File: config.mk
export PLATFORM = sky130hd
export DESIGN_NAME = sort_readout_flat
export DESIGN_NICKNAME = d
export VERILOG_FILES = /design/src/rtl/sort_readout_if.sv /design/src/rtl/sort_readout.sv /design/src/flat_wrapper.sv
export SDC_FILE = /design/constraint.sdc
export NUM_CORES = 1
export LEC_CHECK = 0
export CORE_MARGIN = 3
export CORE_UTILIZATION = 36
export DETAILED_ROUTE_END_ITERATION = 10
export DONT_BUFFER_PORTS = 1
export PLACE_DENSITY = 0.46
export SLEW_MARGIN = 20
export SYNTH_ARGS = -nofsm -noshare
export SYNTH_HDL_FRONTEND = slang
export SYNTH_SLANG_ARGS = --single-unit
export TNS_END_PERCENT = 20
File: constraint.sdc
create_clock -name clk -period 5.8 [get_ports clk]
set_clock_uncertainty 0.15 [all_clocks]
set_input_delay 1.74 -clock clk [delete_from_list [all_inputs] [get_ports clk]]
set_output_delay 1.74 -clock clk [all_outputs]
set_load 0.005 [all_outputs]
File: src/rtl/sort_readout_if.sv
// sort_readout_if: streaming output bus of the sort readout block.
// Carries one bank element per transfer with a valid/ready handshake.
//   out_data  : element value (WIDTH bits), driven by master
//   out_valid : out_data/out_index are valid, driven by master
//   out_index : bank index of the element on out_data (IW bits), driven by master
//   out_ready : consumer accepts the current element, driven by slave
interface sort_readout_if #(
  parameter int WIDTH = 8,
  parameter int IW    = 3
);
  logic [WIDTH-1:0] out_data;
  logic             out_valid;
  logic [IW-1:0]    out_index;
  logic             out_ready;

  modport master (
    output out_data,
    output out_valid,
    output out_index,
    input  out_ready
  );

  modport slave (
    input  out_data,
    input  out_valid,
    input  out_index,
    output out_ready
  );
endinterface

File: src/rtl/sort_readout.sv
// sort_readout: captures the sorter's N-element register bank on a load strobe
// and streams the elements out one per valid/ready transfer, in ascending
// (element 0 first) or descending (element N-1 first) order.
// Ports:
//   clk     : system clock, all state changes on posedge
//   reset   : asynchronous active-low reset
//   load    : capture request, honoured only while idle
//   dir     : order select sampled with load (0 = ascending, 1 = descending)
//   in_flat : parallel bank, element k at in_flat[k*WIDTH +: WIDTH]
//   stream  : output bus (out_data, out_valid, out_index, out_ready)
//   busy    : high while streaming and during the done cycle
//   done    : one-cycle pulse after the last element is accepted
module sort_readout #(
  parameter int N     = 8,
  parameter int WIDTH = 8,
  parameter int IW    = $clog2(N)
) (
  input  logic                 clk,
  input  logic                 reset,
  input  logic                 load,
  input  logic                 dir,
  input  logic [N*WIDTH-1:0]   in_flat,
  sort_readout_if.master       stream,
  output logic                 busy,
  output logic                 done
);

  typedef enum logic [1:0] {
    IDLE = 2'd0,
    SEND = 2'd1,
    DONE = 2'd2
  } state_t;

  localparam logic [IW-1:0] LAST_IDX = IW'(N - 1);

  state_t           state_r, state_s;
  logic [WIDTH-1:0] buf_r [N];
  logic             dir_r, dir_s;
  logic [IW-1:0]    cnt_r, cnt_s;       // transfers already completed
  logic [WIDTH-1:0] data_r, data_s;
  logic             valid_r, valid_s;
  logic [IW-1:0]    index_r, index_s;
  logic             busy_r, busy_s;
  logic             done_r, done_s;
  logic             capture_s;
  logic [IW-1:0]    step_idx_s;         // index following the one on the bus

  // Next-state and next-output logic; every register holds unless changed.
  always_comb begin
    state_s    = state_r;
    dir_s      = dir_r;
    cnt_s      = cnt_r;
    data_s     = data_r;
    valid_s    = valid_r;
    index_s    = index_r;
    busy_s     = busy_r;
    done_s     = 1'b0;
    capture_s  = 1'b0;
    if (dir_r) begin
      step_idx_s = index_r - IW'(1);
    end else begin
      step_idx_s = index_r + IW'(1);
    end
    case (state_r)
      IDLE: begin
        busy_s = 1'b0;
        if (load) begin
          // First element comes straight from the bus so it is valid one
          // cycle after the load sample, without waiting for the buffer.
          state_s   = SEND;
          capture_s = 1'b1;
          dir_s     = dir;
          cnt_s     = {IW{1'b0}};
          valid_s   = 1'b1;
          busy_s    = 1'b1;
          if (dir) begin
            index_s = LAST_IDX;
            data_s  = in_flat[(N-1)*WIDTH +: WIDTH];
          end else begin
            index_s = {IW{1'b0}};
            data_s  = in_flat[WIDTH-1:0];
          end
        end else begin
          state_s = IDLE;
        end
      end
      SEND: begin
        if (valid_r && stream.out_ready) begin
          if (cnt_r == LAST_IDX) begin
            state_s = DONE;
            valid_s = 1'b0;
            done_s  = 1'b1;
          end else begin
            cnt_s   = cnt_r + IW'(1);
            index_s = step_idx_s;
            data_s  = buf_r[step_idx_s];
          end
        end else begin
          state_s = SEND;
        end
      end
      DONE: begin
        state_s = IDLE;
        busy_s  = 1'b0;
      end
      default: begin
        state_s = IDLE;
        valid_s = 1'b0;
        busy_s  = 1'b0;
      end
    endcase
  end

  // Control and output registers.
  always_ff @(posedge clk or negedge reset) begin
    if (!reset) begin
      state_r <= IDLE;
      dir_r   <= 1'b0;
      cnt_r   <= {IW{1'b0}};
      data_r  <= {WIDTH{1'b0}};
      valid_r <= 1'b0;
      index_r <= {IW{1'b0}};
      busy_r  <= 1'b0;
      done_r  <= 1'b0;
    end else begin
      state_r <= state_s;
      dir_r   <= dir_s;
      cnt_r   <= cnt_s;
      data_r  <= data_s;
      valid_r <= valid_s;
      index_r <= index_s;
      busy_r  <= busy_s;
      done_r  <= done_s;
    end
  end

  // Bank snapshot, written only on an accepted load.
  always_ff @(posedge clk or negedge reset) begin
    if (!reset) begin
      for (int k = 0; k < N; k++) begin
        buf_r[k] <= {WIDTH{1'b0}};
      end
    end else if (capture_s) begin
      for (int k = 0; k < N; k++) begin
        buf_r[k] <= in_flat[k*WIDTH +: WIDTH];
      end
    end
  end

  assign stream.out_data  = data_r;
  assign stream.out_valid = valid_r;
  assign stream.out_index = index_r;
  assign busy             = busy_r;
  assign done             = done_r;

endmodule

File: src/flat_wrapper.sv
// flat-port wrapper written by rule: the top's interface ports become plain ports
module sort_readout_flat 
#(
  parameter int N     = 8,
  parameter int WIDTH = 8,
  parameter int IW    = $clog2(N)
)
  (clk, reset, load, dir, in_flat, busy, done, stream_out_data, stream_out_valid, stream_out_index, stream_out_ready);
  sort_readout_if #(.WIDTH(WIDTH), .IW(IW)) stream_i ();
  input  logic clk;
  input  logic reset;
  input  logic load;
  input  logic dir;
  input  logic [N*WIDTH-1:0] in_flat;
  output logic busy;
  output logic done;
  output wire logic [$bits(stream_i.out_data)-1:0] stream_out_data;
  output wire logic [$bits(stream_i.out_valid)-1:0] stream_out_valid;
  output wire logic [$bits(stream_i.out_index)-1:0] stream_out_index;
  input wire logic [$bits(stream_i.out_ready)-1:0] stream_out_ready;
  assign stream_out_data = stream_i.out_data;
  assign stream_out_valid = stream_i.out_valid;
  assign stream_out_index = stream_i.out_index;
  assign stream_i.out_ready = stream_out_ready;
  sort_readout #(.N(N), .WIDTH(WIDTH), .IW(IW)) u_core (.clk(clk), .reset(reset), .load(load), .dir(dir), .in_flat(in_flat), .stream(stream_i), .busy(busy), .done(done));
endmodule
==> impl_metrics.toml, run 1 <==
[power]
ir_drop_uv = 257.5
p_total_mw = 2.712
power.density_nw_per_um2 = 639.8
p_leak_nw = 1.788

[setup_path]
reg2reg_to = "u_core.stream.out_data[0]$_DFFE_PN0P_"
critPathMaxFanout = 39
critPathKind = "input pin to flop"
worstPathRequired_ns = 5.88
start_kind = "input pin"
cp.arrival_ns = 3.47
r2r_slack_ns = 2.94
reg2reg_depth = 4
r2r_start = "u_core.stream.out_index[1]$_DFFE_PN0P_"
endpoint_kind = "flop"

[placed_design]
hpwl_microns = 5880
dp_cells = 370
gp_congestion = 0.6660
place_ws_ns = 2.008
portBuffers = 0
place_area_sq_um = 4003

[timing]
fin_tns_setup_ns = 0
timing.hold.ws_ns = 0.3325
grt_setup_unrepaired = "false"
fin_crit_ns = 3.391
final_max_slew_viol_count = 0
setup_viol = 0
slew_headroom = 0.4010
hold_viol = 0
fmax_mhz = 294.9
tightest_slew_ns = 0.8975
setup_ws_ns = 2.409
period_share = 0.5846

[run]
drv_cap = 0

[final_layout]
fin_nets = 317
syn_to_final_growth_pct = 9.185
fin_util = 0.4070
antenna_cells = 0
design_area_sq_um = 4239
drive_gt1_frac = 0.2720
num-fill-cells = 982
instances_no_fill = 386

[synth]
seq_area_frac_synth = 0.5414
syn-num-nets = 320
avgSynthCellArea_sq_um = 15.66
syn_inst = 248
synth_warnings = 0
syn-cell-area_sq_um = 3882
synth_seq_cells = 84
synth_cell_types = 28

[clock_network]
cts_sinks = 84
cts_made_buffers = 9
cts_max_level = 3
tritoncts = "done"
cts_root_buf = "clkbuf_8"
post_cts_buffers = 0
insertion_delay_ns = 0.35
cts_buffer_depth = 2
clk_pin_slew_ns = 0.08
ctsHoldBuffers = 0
ctsResizeCount = 0

[detailed_routing]
dr.pass1.iters = 4
drc = 0
drt_iter0_markers = 85
drt-total-wl_microns = 8394
vias = 2083
routedWlPerCell_microns = 21.75
final_antenna_net_count = 0
vias_per_cell = 5.396

[outcome]
outcome = "finished clean"

[global_route]
antenna_found_initial = 0
grt_pass1_vias = 2387
grt_overflow = 0
grt_pass1_wl_microns = 13370
grt.total_usage = 0.1507
grt_max_degree = 85

[hold_path]
min_path_type = "flop to flop"
hold_depth = 1
hold_start = "u_core.buf_r[24]$_DFFE_PN0P_"
hold_path_end = "u_core.buf_r[24]$_DFFE_PN0P_"

[die]
rows = 37
io-pin-count = 83
initial_core_util = 0.3727
die-height_microns = 109.9
dieArea_sq_um = 12070
coreArea_sq_um = 10420
die_x_microns = 109.9
-- cell usage in the layout, fill, tap and decap left out, types with 2 or more instances in the layout --
cell        n
nand2_1     3
mux2_2     41
o21ai_0     3
mux4_2      8
a221o_1     8
a21o_1      3
ha_1        2
nor2_1      2
bufinv_16   2
clkbuf_8   12
mux4_1      8
inv_1       4
nand2b_1    3
dfrtp_1    84
nor4_1      8
mux2i_1    10
mux2_1     36
-- worst max-delay path: stages --
cell and delay [ns]:
nand2b_1 0.24, nor2_4 0.76, buf_12 0.32, mux2_2 0.37
-- sequential cells by signal (all words and copies together), names as in the netlist --
register                 cells
u_core.buf_r                64
u_core.stream.out_data       8
u_core.cnt_r                 3
u_core.stream.out_index      3
u_core.state_r               2
u_core.busy                  1
u_core.dir_r                 1
u_core.done                  1
u_core.stream.out_valid      1
-- logic make-up after synthesis --
family	synth area share
buffers and inverters	0.02707
xor gates and xnor gates	0.005800
and+or+nand+nor	0.02997
AOI/OAI and AO/OA	0.03448
adders and majority gates	0.01160
muxes	0.3497
DFF	0.5414
-- power by group --
part           switching, mW  internal [mW]  total [mW]
clock network          0.206          0.278       0.485
logic                  0.485          0.694        1.18
registers              0.169          0.879        1.05
total                  0.860           1.85        2.71
-- synth_stat cells (all sizes together) --
| cell | n | share of area |
|---|---|---|
| nor2b | 1 | 0.0016 |
| nor2 | 3 | 0.0029 |
| buf | 10 | 0.017 |
| mux2 | 77 | 0.22 |
| nor3 | 1 | 0.0013 |
| mux2i | 10 | 0.026 |
| o2bb2ai | 1 | 0.0023 |
| a21o | 3 | 0.0058 |
| nand2 | 3 | 0.0029 |
| nand3 | 1 | 0.0013 |
| dfrtp | 84 | 0.54 |
| o21ai | 3 | 0.0039 |
| clkbuf | 6 | 0.0058 |
| mux4 | 16 | 0.10 |
| a21boi | 1 | 0.0019 |
| fa | 1 | 0.0052 |
| xnor3 | 1 | 0.0058 |
| ha | 2 | 0.0064 |
| a221o | 8 | 0.021 |
| nor4 | 8 | 0.013 |
| nand4b | 1 | 0.0023 |
| nand2b | 3 | 0.0048 |
| inv | 4 | 0.0039 |
-- worst max-delay path by stage --
| stage | from | endpoint | depth (start not counted) |
|---|---|---|---|
| after detailed placement | load | u_core.buf_r[40]$_DFFE_PN0P_ | 4 |
| after CTS | load | u_core.buf_r[34]$_DFFE_PN0P_ | 4 |
| final | load | u_core.buf_r[15]$_DFFE_PN0P_ | 4 |
| after floorplan | load | u_core.buf_r[10]$_DFFE_PN0P_ | 5 |
| after global routing | load | u_core.buf_r[42]$_DFFE_PN0P_ | 4 |
| after global placement | load | u_core.buf_r[59]$_DFFE_PN0P_ | 4 |
-- cell type report --
type                            count  area, sq um  share of cell area
Clock inverter                      3        67.56             0.01594
Timing Repair Buffer                2        27.53            0.006493
Tap cell                          136        170.2             0.04014
Inverter                            4        15.01            0.003542
Clock buffer                       13        168.9             0.03985
Sequential cell                    84         2102              0.4959
Multi-Input combinational cell    144         1688              0.3982
-- routing by layer --
layer	GRT usage	vias to the layer above	wire length, microns
li1	-	932	-
met1	0.1865	1083	3482
met2	0.2387	62	4093
met3	0.07223	6	742
met4	0.03473	0	76
met5	0	-	0
Note: power is estimated with default switching activity, not from simulation.
==> inputs of run 2 (changes only) <==
==> constraint.sdc (replaced) <==
create_clock -name clk -period 3.5 [get_ports clk]
set_clock_uncertainty 0.15 [all_clocks]
set_input_delay 1.05 -clock clk [delete_from_list [all_inputs] [get_ports clk]]
set_output_delay 1.05 -clock clk [all_outputs]
set_load 0.005 [all_outputs]
==> run 2 against run 1 <==
Net effect: sequential cell count did not move; via count down 0.34%; clock-buffer cell count is the same; wire length rose by 2.2%; core utilization about the same.
==> impl_metrics.toml, run 2 (synthesis results as in run 1) <==
[setup_path]
reg2reg_depth = 5
worst_path_max_delay_cell = "fa_1"
critPathCapture = "u_core.stream.out_data[1]$_DFFE_PN0P_"
cp.depth = 5
worstPathRequired_ns = 3.58
critPathMaxFanout = 11
startpoint = "u_core.stream.out_index[0]$_DFFE_PN0P_"
critPathKind = "flop to flop"
slowest_delay_ns = 0.77
start_kind = "flop"
crit_buf_inv = 1
endpoint_kind = "flop"
reg2reg_to = "u_core.stream.out_data[1]$_DFFE_PN0P_"
crit_chain = "fa_1 > buf_4 > mux4_1 > mux2_2 > a221o_1"
critPathTopFamily = "adder cells"
cp.arrival_ns = 2.75
r2r_start = "u_core.stream.out_index[0]$_DFFE_PN0P_"
r2r_slack_ns = 0.83

[clock_network]
ctsResizeCount = 0
cts_root_buf = "clkbuf_8"
clk_pin_slew_ns = 0.09
cts_buffer_depth = 2
cts_made_buffers = 9
ctsHoldBuffers = 0
insertion_delay_ns = 0.35
tritoncts = "done"
cts_sinks = 84
post_cts_buffers = 0
cts_max_level = 3

[die]
die-height_microns = 109.9
initial_core_util = 0.3727
io-pin-count = 83
die_x_microns = 109.9
dieArea_sq_um = 12070
rows = 37
coreArea_sq_um = 10420

[timing]
slew_headroom = 0.4967
period_share = 0.7641
fmax_mhz = 373.9
hold_viol = 0
final_max_slew_viol_count = 0
fin_tns_setup_ns = 0
tightest_slew_ns = 0.7509
setup_ws_ns = 0.8256
timing.hold.ws_ns = 0.2380
fin_crit_ns = 2.674
grt_setup_unrepaired = "false"
setup_viol = 0

[final_layout]
top_register = "u_core.buf_r"
largest_reg_flops = 64
num-fill-cells = 971
syn_to_final_growth_pct = 9.249
mostFrequentLayoutCell = "dfrtp_1"
fin_nets = 319
ff_latch_area_sq_um = 2102
multi_input_area_sq_um = 1688
layout_common_cells = "dfrtp_1 (84), mux2_2 (41), mux2_1 (36)"
fin_util = 0.4072
instances_no_fill = 388
drive_gt1_frac = 0.2778
antenna_cells = 0

[run]
drv_cap = 0

[detailed_routing]
drc = 0
final_antenna_net_count = 0
routedWlPerCell_microns = 22.10
drt-total-wl_microns = 8575
vias = 2076
dr.pass1.iters = 4
vias_per_cell = 5.351
drt_iter0_markers = 92

[power]
p_leak_nw = 1.795
clkPwrFrac = 0.179
p_int_mw = 3.071
seq_power_share = 0.395
ir_drop_uv = 609.3
power.density_nw_per_um2 = 1057
swShare = 0.3152
switching_power_mw = 1.414
combPwrFrac = 0.426

[global_route]
grt_overflow = 0
grt_max_degree = 85
grt.total_usage = 0.1534
grt_pass1_wl_microns = 13510
grt_pass1_vias = 2321
antenna_found_initial = 0

[hold_path]
min_path_type = "input pin to async pin"

[placed_design]
hpwl_microns = 6047
gp_congestion = 0.6949
place_ws_ns = 0.7718
dp_cells = 372
portBuffers = 0

[outcome]
outcome = "finished clean"
[run 2: cell count changes in the layout (fill, tap and decap cells not counted)]
| cell | previous run | this run |
|---|---|---|
| buf_4 | 1 | 4 |
| buf_12 | 1 | 0 |
[run 2: worst min-delay path by stage]
stage,start,end,slack (ns)
4_1_cts,reset,u_core.stream.out_index[2]$_DFFE_PN0P_,0.22
5_1_grt,reset,u_core.stream.out_index[2]$_DFFE_PN0P_,0.21
3_5_place_dp,u_core.buf_r[31]$_DFFE_PN0P_,u_core.buf_r[31]$_DFFE_PN0P_,0.32
2_1_floorplan,u_core.buf_r[24]$_DFFE_PN0P_,u_core.buf_r[24]$_DFFE_PN0P_,0.30
6_report,reset,u_core.stream.out_index[2]$_DFFE_PN0P_,0.24
3_3_place_gp,u_core.buf_r[1]$_DFFE_PN0P_,u_core.buf_r[1]$_DFFE_PN0P_,0.31
[run 2: through the flow]
| stage | instance area (sq um) | total power [mW] |
|---|---|---|
| after floorplan | 3882 | 3.293 |
| after global placement | 4000 | 3.719 |
| after detailed placement | 4005 | 3.749 |
| after CTS | 4242 | 4.568 |
| after global routing | 4242 | 4.828 |
| final | 4242 | 4.485 |
[run 2: worst reg2reg max path, cell delays in order (launching register included)]
cell and delay, ns:
dfrtp_1 0.41, fa_1 0.77, buf_4 0.28, mux4_1 0.36, mux2_2 0.28, a221o_1 0.31
[run 2: area by class of cell]
type	instances	area share
clock buffers	13	0.03982
clock inverters	3	0.01593
inverters	4	0.003540
multi-input cells	144	0.3979
flip-flops and latches	84	0.4956
well taps	136	0.04012
repair buffers	4	0.007080
[run 2: power by group through the flow]
stage / sequential [mW] / clock (mW) / combinational [mW]
4_1_cts: 1.79 / 0.831 / 1.95
6_report: 1.77 / 0.803 / 1.91
3_5_place_dp: 1.81 / 0 / 1.94
3_3_place_gp: 1.81 / 0 / 1.91
5_1_grt: 1.85 / 0.875 / 2.11
2_1_floorplan: 1.65 / 0 / 1.65
[run 2: routing by layer]
metal / vias to the layer above / part of all wire / track usage
met1: 1063 / 0.41 / 0.1883
met3: 12 / 0.083 / 0.06107
met4: 0 / 0.019 / 0.06322
met2: 65 / 0.49 / 0.2405
met5: - / 0 / 0
li1: 936 / - / -
